File: src/rtl/uart_tb_pkg.sv
// rtl/uart_tb_pkg.sv - shared state encoding, data width and parity helper for the UART capture receiver
package uart_tb_pkg;

  typedef enum logic [2:0] {
    IDLE   = 3'd0,
    START  = 3'd1,
    DATA   = 3'd2,
    PARITY = 3'd3,
    STOP   = 3'd4,
    BREAK  = 3'd5
  } uart_rx_state_t;

  localparam int UART_DATA_BITS = 8;

  function automatic logic even_parity(input logic [7:0] d);
    return ^d;
  endfunction

endpackage

File: src/rtl/uart_rx_capture_if.sv
// rtl/uart_rx_capture_if.sv - serial input and character/strobe outputs of the UART capture receiver
interface uart_rx_capture_if;
  logic       rx;
  logic       data_valid;
  logic [7:0] data;
  logic       frame_err;
  logic       parity_err;
  logic       busy;

  modport slave  (input rx,  output data_valid, data, frame_err, parity_err, busy);
  modport master (output rx, input  data_valid, data, frame_err, parity_err, busy);
endinterface

File: src/rtl/uart_rx_sync.sv
// rtl/uart_rx_sync.sv - two-flop synchronizer for the asynchronous rx line, resets to idle-high
module uart_rx_sync (
  input  logic clk,
  input  logic rst,
  input  logic rx_i,
  output logic rx_s_o
);
  logic meta_q;
  logic sync_q;

  always_ff @(posedge clk) begin
    if (rst) begin
      meta_q <= 1'b1;
      sync_q <= 1'b1;
    end else begin
      meta_q <= rx_i;
      sync_q <= meta_q;
    end
  end

  assign rx_s_o = sync_q;
endmodule

File: src/rtl/uart_rx_capture.sv
// rtl/uart_rx_capture.sv - oversampling UART receiver top; define UART_RX_PARITY_EN for an even parity bit
module uart_rx_capture
  import uart_tb_pkg::*;
#(
  parameter int CLKS_PER_BIT = 16,
  parameter int STOP_BITS    = 1
) (
  input  logic               clk,
  input  logic               rst,
  uart_rx_capture_if.slave   bus
);
  localparam int CW = $clog2(CLKS_PER_BIT);
  localparam logic [CW-1:0] HALF_M1   = CW'(CLKS_PER_BIT / 2 - 1);
  localparam logic [CW-1:0] FULL_M1   = CW'(CLKS_PER_BIT - 1);
  localparam logic [2:0]    LAST_BIT  = 3'(UART_DATA_BITS - 1);
  localparam logic [2:0]    LAST_STOP = 3'(STOP_BITS - 1);

  logic rx_s;

  uart_rx_sync u_sync (
    .clk    (clk),
    .rst    (rst),
    .rx_i   (bus.rx),
    .rx_s_o (rx_s)
  );

  uart_rx_state_t state_q, state_d;
  logic [CW-1:0]  cnt_q, cnt_d;
  logic [2:0]     bit_q, bit_d;
  logic [7:0]     shreg_q, shreg_d;
  logic [7:0]     data_q, data_d;
  logic           dv_q, dv_d;
  logic           fe_q, fe_d;
`ifdef UART_RX_PARITY_EN
  logic           pe_q, pe_d;
  logic           par_bad_q, par_bad_d;
`endif

  always_ff @(posedge clk) begin
    if (rst) begin
      state_q <= IDLE;
      cnt_q   <= '0;
      bit_q   <= '0;
      shreg_q <= '0;
      data_q  <= '0;
      dv_q    <= 1'b0;
      fe_q    <= 1'b0;
`ifdef UART_RX_PARITY_EN
      pe_q      <= 1'b0;
      par_bad_q <= 1'b0;
`endif
    end else begin
      state_q <= state_d;
      cnt_q   <= cnt_d;
      bit_q   <= bit_d;
      shreg_q <= shreg_d;
      data_q  <= data_d;
      dv_q    <= dv_d;
      fe_q    <= fe_d;
`ifdef UART_RX_PARITY_EN
      pe_q      <= pe_d;
      par_bad_q <= par_bad_d;
`endif
    end
  end

  // bit_q doubles as the stop-bit index once the data bits are in
  always_comb begin
    state_d = state_q;
    cnt_d   = cnt_q;
    bit_d   = bit_q;
    shreg_d = shreg_q;
    data_d  = data_q;
    dv_d    = 1'b0;
    fe_d    = 1'b0;
`ifdef UART_RX_PARITY_EN
    pe_d      = 1'b0;
    par_bad_d = par_bad_q;
`endif
    unique case (state_q)
      IDLE: begin
        if (!rx_s) begin
          state_d = START;
          cnt_d   = '0;
        end
      end
      START: begin
        if (cnt_q == HALF_M1) begin
          cnt_d   = '0;
          bit_d   = '0;
          state_d = rx_s ? IDLE : DATA;
        end else begin
          cnt_d = cnt_q + 1'b1;
        end
      end
      DATA: begin
        if (cnt_q == FULL_M1) begin
          cnt_d   = '0;
          shreg_d = {rx_s, shreg_q[7:1]};
          bit_d   = bit_q + 3'd1;
          if (bit_q == LAST_BIT) begin
            bit_d = '0;
`ifdef UART_RX_PARITY_EN
            state_d = PARITY;
`else
            state_d = STOP;
`endif
          end
        end else begin
          cnt_d = cnt_q + 1'b1;
        end
      end
`ifdef UART_RX_PARITY_EN
      PARITY: begin
        if (cnt_q == FULL_M1) begin
          cnt_d     = '0;
          par_bad_d = (rx_s != even_parity(shreg_q));
          state_d   = STOP;
        end else begin
          cnt_d = cnt_q + 1'b1;
        end
      end
`endif
      STOP: begin
        if (cnt_q == FULL_M1) begin
          cnt_d = '0;
          if (!rx_s) begin
            fe_d    = 1'b1;
            state_d = BREAK;
          end else if (bit_q == LAST_STOP) begin
            dv_d    = 1'b1;
            data_d  = shreg_q;
            state_d = IDLE;
`ifdef UART_RX_PARITY_EN
            pe_d = par_bad_q;
`endif
          end else begin
            bit_d = bit_q + 3'd1;
          end
        end else begin
          cnt_d = cnt_q + 1'b1;
        end
      end
      BREAK: begin
        if (rx_s) state_d = IDLE;
      end
      default: state_d = IDLE;
    endcase
  end

  assign bus.data_valid = dv_q;
  assign bus.data       = data_q;
  assign bus.frame_err  = fe_q;
  assign bus.busy       = (state_q != IDLE);
`ifdef UART_RX_PARITY_EN
  assign bus.parity_err = pe_q;
`else
  assign bus.parity_err = 1'b0;
`endif
endmodule
File: src/flat_wrapper.sv
// flat-port wrapper written by rule: the top's interface ports become plain ports
module uart_rx_capture_flat import uart_tb_pkg::*;
#(
  parameter int CLKS_PER_BIT = 16,
  parameter int STOP_BITS    = 1
)
  (clk, rst, bus_rx, bus_data_valid, bus_data, bus_frame_err, bus_parity_err, bus_busy);
  uart_rx_capture_if bus_i ();
  input  logic clk;
  input  logic rst;
  input wire logic [$bits(bus_i.rx)-1:0] bus_rx;
  output wire logic [$bits(bus_i.data_valid)-1:0] bus_data_valid;
  output wire logic [$bits(bus_i.data)-1:0] bus_data;
  output wire logic [$bits(bus_i.frame_err)-1:0] bus_frame_err;
  output wire logic [$bits(bus_i.parity_err)-1:0] bus_parity_err;
  output wire logic [$bits(bus_i.busy)-1:0] bus_busy;
  assign bus_i.rx = bus_rx;
  assign bus_data_valid = bus_i.data_valid;
  assign bus_data = bus_i.data;
  assign bus_frame_err = bus_i.frame_err;
  assign bus_parity_err = bus_i.parity_err;
  assign bus_busy = bus_i.busy;
  uart_rx_capture #(.CLKS_PER_BIT(CLKS_PER_BIT), .STOP_BITS(STOP_BITS)) u_core (.clk(clk), .rst(rst), .bus(bus_i));
endmodule
File: config.mk
export PLATFORM = sky130hd
export DESIGN_NAME = uart_rx_capture_flat
export DESIGN_NICKNAME = d
export VERILOG_FILES = /design/src/rtl/uart_tb_pkg.sv /design/src/rtl/uart_rx_capture_if.sv /design/src/rtl/uart_rx_sync.sv /design/src/rtl/uart_rx_capture.sv /design/src/flat_wrapper.sv
export SDC_FILE = /design/constraint.sdc
export NUM_CORES = 1
export LEC_CHECK = 0
export CELL_PAD_IN_SITES_DETAIL_PLACEMENT = 0
export CELL_PAD_IN_SITES_GLOBAL_PLACEMENT = 1
export CORE_MARGIN = 4
export CORE_UTILIZATION = 43
export DETAILED_ROUTE_END_ITERATION = 8
export GPL_TIMING_DRIVEN = 0
export PLACE_DENSITY_LB_ADDON = 0.1
export REMOVE_ABC_BUFFERS = 1
export SYNTH_ARGS = -nofsm -noshare
export SYNTH_HDL_FRONTEND = slang
export SYNTH_SLANG_ARGS = --single-unit
File: constraint.sdc
create_clock -name clk -period 1.9 [get_ports clk]
set_input_delay 0.38 -clock clk [delete_from_list [all_inputs] [get_ports clk]]
set_output_delay 0.38 -clock clk [all_outputs]
set_load 0.01 [all_outputs]
==> flow_summary.toml, run 1 <==
[global_routing]
via_count_of_the_first_global_routing_pass = 1124
gr-usage-all-layers_pct = 14.56
global_route.overflow_total = 0
first_pass_grt_wire_length_mm = 4.926
antenna_found_initial = 0
grt_start_max_net_pins = 31

[synthesis]
synth_top_cell_area_share_pct = 40.37
synth.top_cells.by_area = "sky130_fd_sc_hd__dfxtp_1 40%, sky130_fd_sc_hd__mux2i_1 11%, sky130_fd_sc_hd__nor2_1 5.3%, sky130_fd_sc_hd__ha_1 3.4%, sky130_fd_sc_hd__buf_6 2.3%"
syn_area_um2 = 1488
number_of_enable_flip_flop_cells_after_synthesis = 0
dominantRegCellSynth = "sky130_fd_sc_hd__dfxtp_1"
async_flop_share_pct = 0
syn_inst = 158
synthesized_flop_and_latch_total = 30
post_synth_num_cell_types = 47
synth-seq-area-share_pct = 40.37
syn_area_per_cell_um2 = 9.416
yosysWarnings = 0
synth_top_area_cell = "sky130_fd_sc_hd__dfxtp_1"

[floorplan]
core-area_um2 = 3337
core_rows = 21
pin_count = 15
fp.dieH_um = 66.82
fp.dieW_um = 66.82
start_util_pct = 44.58
die_area_um2 = 4465

[power_and_ir_drop]
vdd_ir_drop_max_mv = 0.5242
total_leakage_power_uw = 0.0006753
design_power_total_uw = 1365
cellPowerDensity_nw_per_um2 = 794.3

[placement]
gp_congestion = 0.8063
placement.cell_area_um2 = 1595
hpwlAfterDp_mm = 1.866
portBuffers = 13

[worst_setup_path]
critical_path.max_stage_delay_ns = 0.47
critPathBufInv = 1
rrSetupSlack_ns = 0.10
critical-path-top-delay-family = "simple AND/OR/NAND/NOR gates"
crit_type = "flip-flop to flip-flop"
timing.critical_path.arrival_ns = 1.98
critPathRequiredTime_ns = 2.08
critical_path.cell_chain = "or3b_4 -> nor4_4 -> buf_12 -> mux2i_1 -> nor2_1"
timing.critical_path.from_type = "flip-flop"
max_stage_delay_cell_worst_path = "sky130_fd_sc_hd__or3b_4"
path_max_fanout = 17
endpoint_kind_of_the_worst_setup_timing_path = "flip-flop"

[layout]
area_growth_syn_to_layout_pct = 15.48
area.sequential_um2 = 611.8
diodes = 0
area_of_the_multi_input_gates_um2 = 807.0
drive_gt1_share_pct = 14.20
fillCellCount = 333
fin_nets = 175
layout.cell_area.non_filler_um2 = 1718

[clocking]
cts_tree = "yes"
clk-insertion-delay-late_ns = 0.33
worst_setup_hold_path_clk_slew_ns = 0.09
cts_hold_buffers = 0
clock_buffer_count_from_cts = 5
clock_tree_root_driver_cell = "sky130_fd_sc_hd__clkbuf_4"
clock-sinks = 30
clock_path_buffers = 2
h-tree-depth = 2

[routing]
detail_route.iter0.violations = 76
drt_drc_violations_left = 0
antenna_left = 0
route.vias.total = 1138
dr.pass1.iters = 4
routed_wire_length_per_instance_um = 12.92
wl_mm = 2.777
detail_route.vias_per_cell = 5.293

[sta]
report.final.setup_viol = 0
fin_worst_skew_ns = 0.007737
post-route-min-period_ns = 1.797
max_clock_freq_mhz = 556.4
finalHoldViolations = 0
post-route-period-util_pct = 94.60
rsz0062_at_grt = "false"
report.final.slew_viol_count = 0
timing_worst_slew_pin_value_ns = 1.051
timing.max_slew.rel_slack_pct = 29.91

[outcome]
run_status = "completed"

[job]
max_cap_viol_count = 0

[hold_path]
hp-class = "flip-flop to flip-flop"
## cells in the mapped netlist (2+ instances only)
library cell and number:
sky130_fd_sc_hd__buf_4 2, sky130_fd_sc_hd__o211a_1 2, sky130_fd_sc_hd__a21oi_1 3, sky130_fd_sc_hd__or3b_1 2, sky130_fd_sc_hd__nor2_1 21, sky130_fd_sc_hd__inv_1 5, sky130_fd_sc_hd__a311o_1 2, sky130_fd_sc_hd__xnor2_1 2
sky130_fd_sc_hd__mux2i_1 17, sky130_fd_sc_hd__nand2_1 4, sky130_fd_sc_hd__and3_1 2, sky130_fd_sc_hd__clkbuf_1 6, sky130_fd_sc_hd__nor2b_1 5, sky130_fd_sc_hd__o21ai_0 4, sky130_fd_sc_hd__or2_2 2, sky130_fd_sc_hd__nand4_1 2
sky130_fd_sc_hd__or3_1 3, sky130_fd_sc_hd__nand2b_1 3, sky130_fd_sc_hd__a32o_1 2, sky130_fd_sc_hd__dfxtp_1 30, sky130_fd_sc_hd__nand3_1 6, sky130_fd_sc_hd__and2_1 2, sky130_fd_sc_hd__ha_1 4, sky130_fd_sc_hd__buf_6 3
sky130_fd_sc_hd__a211oi_1 2
## area by class of cell
cell class                      count  area share [%]
Sequential cell                    30           35.62
Timing Repair Buffer               16           9.468
Clock inverter                      1          0.2913
Clock buffer                        7           3.205
Multi-Input combinational cell    110           46.98
Inverter                            5           1.092
Tap cell                           46           3.350
## routing by layer
metal | part of all wire [%] | GRT usage [%] | wire (um)
met5 | 0 | 0 | 0
met4 | 1.8 | 6.853 | 51
met3 | 2.8 | 4.047 | 78
met2 | 47 | 23.02 | 1296
met1 | 49 | 18.14 | 1351
## cells by family (layout without fill, tap and decap cells)
kind of cell,Yosys count,count (layout),share of synthesized area [%]
AO/OA/AOI/OAI,25,25,13.46
other,1,1,0.2521
flip-flops,30,30,40.37
AND/OR/NAND/NOR,60,60,22.54
XOR/XNOR,2,2,1.178
buffers and inverters,18,29,6.643
multiplexers,18,18,12.19
adder cells (fa/ha/maj),4,4,3.364
## sequential cells by signal, indices dropped and copies added (netlist names)
register               count
u_core.bus.data            8
u_core.shreg_q             8
u_core.cnt_q               4
u_core.bit_q               3
u_core.state_q             3
u_core.bus.data_valid      1
u_core.bus.frame_err       1
u_core.u_sync.meta_q       1
u_core.u_sync.rx_s_o       1
## layout by cell type (no fill, tap or decap), drive strengths merged, types with 3 or more instances in the layout
| cell | instances |
|---|---|
| a21oi | 3 |
| buf | 3 |
| clkbuf | 7 |
| clkdlybuf4s50 | 11 |
| dfxtp | 30 |
| ha | 4 |
| inv | 5 |
| mux2i | 17 |
| nand2 | 4 |
| nand2b | 3 |
| nand3 | 6 |
| nor2 | 21 |
| nor2b | 5 |
| o21ai | 5 |
| or3 | 3 |
| or3b | 3 |
## repair_timing
item	CTS	global route
pin swaps	1	0
gates resized for setup	8	6
setup endpoints to repair	17	15
gates cloned	0	0
setup buffers	1	2
hold endpoints to repair	0	0
## path summary, 6_finish.rpt
kind | startpoint | to | cells past startpoint
worst max-delay path | u_core.state_q[0]$_SDFFE_PP0P_ | u_core.bus.data[0]$_SDFFE_PP0P_ | 5
worst min-delay path | u_core.u_sync.meta_q$_SDFF_PP1_ | u_core.u_sync.rx_s_o$_SDFF_PP1_ | 1
worst max register to register | u_core.state_q[0]$_SDFFE_PP0P_ | u_core.bus.data[0]$_SDFFE_PP0P_ | 5
worst min register to register | u_core.u_sync.meta_q$_SDFF_PP1_ | u_core.u_sync.rx_s_o$_SDFF_PP1_ | 1
## report_power, final
part	switching, uW	total (uW)	internal, uW
Clock	213	392	179
Combinational	125	253	127
Sequential	61.2	719	658
Total	400	1360	965
## stage by stage
step / hold WS (ns) / setup TNS [ns] / worst slack (ns) / instances / utilization, %
final: 0.4155 / 0 / 0.1027 / 215 / 51.48
after global routing: 0.4281 / 0 / 0.02171 / 215 / 51.48
after CTS: 0.4177 / 0 / 0.0006979 / 213 / 50.47
after detailed placement: 0.3937 / -6.867 / -0.5304 / 204 / 47.81
after global placement: 0.3949 / -6.162 / -0.4816 / 204 / 47.81
after floorplan: 0.3895 / -0.7752 / -0.09690 / 145 / -
Note: power is estimated with default switching activity, not from simulation.
==> run 2, diff against run 1 <==
==> constraint.sdc (replaced) <==
create_clock -name clk -period 1.9 [get_ports clk]
set_input_delay 0.19 -clock clk [delete_from_list [all_inputs] [get_ports clk]]
set_output_delay 0.19 -clock clk [all_outputs]
set_load 0.01 [all_outputs]
==> run 2 against run 1 <==
Against the previous run:
- first-iteration DRC count unchanged
- clock power about the same
- register-to-register slack barely moved
- setup slack worse by 0.0027 ns
- total power grew 0.62%
- highest routed layer unchanged
==> flow_summary.toml, run 2 (synthesis gave the netlist of run 1 again) <==
[layout]
layout.cells.non_filler = 215
commonest_cells_after_routing_fill_and_taps_aside = "27 x sky130_fd_sc_hd__dfxtp_1, 21 x sky130_fd_sc_hd__nor2_1, 17 x sky130_fd_sc_hd__mux2i_1, 12 x sky130_fd_sc_hd__clkdlybuf4s50_1"
layout.cell_area.non_filler_um2 = 1723
layout_commonest_cell = "sky130_fd_sc_hd__dfxtp_1"
area_growth_syn_to_layout_pct = 15.81
fin_nets = 175
drive_gt1_share_pct = 14.20
fillCellCount = 330
diodes = 0

[power_and_ir_drop]
total_leakage_power_uw = 0.0006793
vdd_ir_drop_max_mv = 0.5243
cellPowerDensity_nw_per_um2 = 797.0

[routing]
dr.pass1.iters = 4
detail_route.iter0.violations = 76
wl_mm = 2.796
detail_route.vias_per_cell = 5.288
drt_drc_violations_left = 0
routed_wire_length_per_instance_um = 13.00
antenna_left = 0
route.vias.total = 1137

[sta]
fin_worst_skew_ns = 0.008498
post-route-period-util_pct = 94.74
timing_worst_slew_pin_value_ns = 1.077
finalHoldViolations = 0
timing.max_slew.rel_slack_pct = 28.09
fin_setup_tns_ns = 0
report.final.slew_viol_count = 0
rsz0062_at_grt = "false"
report.final.setup_viol = 0
max_clock_freq_mhz = 555.5
post-route-min-period_ns = 1.800

[hold_path]
min-delay-start = "bus_rx"
worst_hold_path.num_cells = 2
hold_path_end = "u_core.u_sync.meta_q$_SDFF_PP1_"
hp-class = "primary input to flip-flop"

[worst_setup_path]
rrSetupSlack_ns = 0.1
crit_type = "flip-flop to flip-flop"
timing.critical_path.arrival_ns = 1.98
endpoint_kind_of_the_worst_setup_timing_path = "flip-flop"
r2r_end = "u_core.bus.data[0]$_SDFFE_PP0P_"
path_max_fanout = 12
rr_startpoint = "u_core.state_q[2]$_SDFFE_PP0P_"
critPathRequiredTime_ns = 2.08
r2r_cells = 5
timing.critical_path.from_type = "flip-flop"

[placement]
hpwlAfterDp_mm = 1.866
gp_congestion = 0.8063
post-place-cells = 204
portBuffers = 13
placement.cell_area_um2 = 1595

[floorplan]
fp.dieH_um = 66.82
start_util_pct = 44.58
die_area_um2 = 4465
core-area_um2 = 3337
fp.dieW_um = 66.82
core_rows = 21
pin_count = 15

[outcome]
run_status = "completed"

[clocking]
worst_setup_hold_path_clk_slew_ns = 0.10
cts_tree = "yes"
clock-sinks = 30
h-tree-depth = 2
clock_buffer_count_from_cts = 5
clock_path_buffers = 2
clock_tree_root_driver_cell = "sky130_fd_sc_hd__clkbuf_4"
clk-insertion-delay-late_ns = 0.33

[global_routing]
gr-usage-all-layers_pct = 14.56
via_count_of_the_first_global_routing_pass = 1131
antenna_found_initial = 0
grt_start_max_net_pins = 31
first_pass_grt_wire_length_mm = 4.933
global_route.overflow_total = 0

[job]
max_cap_viol_count = 0
-- run 2: final cells by class --
cell class,instances,area (um^2),share of cell area (%)
multi-input combinational,110,807.0,46.84
sequential,30,611.8,35.51
timing repair buffer,16,167.7,9.731
tap,46,57.56,3.341
clock buffer,7,55.05,3.195
inverter,5,18.77,1.089
clock inverter,1,5.005,0.2905
-- run 2: worst max-delay path by stage --
stage                     cells past startpoint                         endpoint                            from  slack [ns]
after floorplan                               4  u_core.bus.data[0]$_SDFFE_PP0P_  u_core.state_q[2]$_SDFFE_PP0P_        -0.1
after global placement                        4  u_core.bus.data[7]$_SDFFE_PP0P_  u_core.state_q[2]$_SDFFE_PP0P_       -0.48
after detailed placement                      4  u_core.bus.data[3]$_SDFFE_PP0P_  u_core.state_q[2]$_SDFFE_PP0P_       -0.53
after CTS                                     5   u_core.shreg_q[4]$_SDFFE_PP0P_    u_core.cnt_q[0]$_SDFFE_PP0P_      0.0006
after global routing                          5  u_core.bus.data[1]$_SDFFE_PP0P_  u_core.state_q[0]$_SDFFE_PP0P_        0.02
final                                         5  u_core.bus.data[0]$_SDFFE_PP0P_  u_core.state_q[2]$_SDFFE_PP0P_         0.1
-- run 2: timing repair --
item                                    4_1_cts  5_1_grt
pin swaps                                     1        0
setup buffers                                 1        2
gates resized for setup                       4        9
hold buffers                                  0        0
endpoints found under the setup margin       16       20
-- run 2: worst max-delay path, stage by stage (launching register included) --
cell,delay [ns]
sky130_fd_sc_hd__dfxtp_4,0.42
sky130_fd_sc_hd__or3b_4,0.46
sky130_fd_sc_hd__nor4_4,0.34
sky130_fd_sc_hd__buf_12,0.18
sky130_fd_sc_hd__mux2i_1,0.19
sky130_fd_sc_hd__nor2_1,0.05
-- run 2: report_power, final --
| group | leakage [uW] | switching [uW] | total, uW | internal (uW) |
|---|---|---|---|---|
| Sequential | 0.000245 | 61.0 | 719 | 658 |
| Combinational | 0.000399 | 126 | 262 | 135 |
| Clock | 0.0000353 | 213 | 392 | 179 |
| Total | 0.000679 | 400 | 1370 | 973 |
-- run 2: metrics by stage --
stage / total power, uW / setup WS (ns) / hold WS (ns) / util, %
final: 1373 / 0.09995 / 0.4150 / 51.63
after global routing: 1457 / 0.02156 / 0.4066 / 51.63
after CTS: 1391 / 0.0006188 / 0.3947 / 50.39
after detailed placement: 986.4 / -0.5304 / 0.3937 / 47.81
after global placement: 980.6 / -0.4816 / 0.3949 / 47.81
after floorplan: 902.4 / -0.09690 / 0.2591 / -
-- run 2: layer usage --
layer / GRT usage, % / share of wire [%]
met1: 17.96 / 49
met2: 23.14 / 46
met3: 4.047 / 2.8
met4: 7.107 / 1.8
met5: 0 / 0
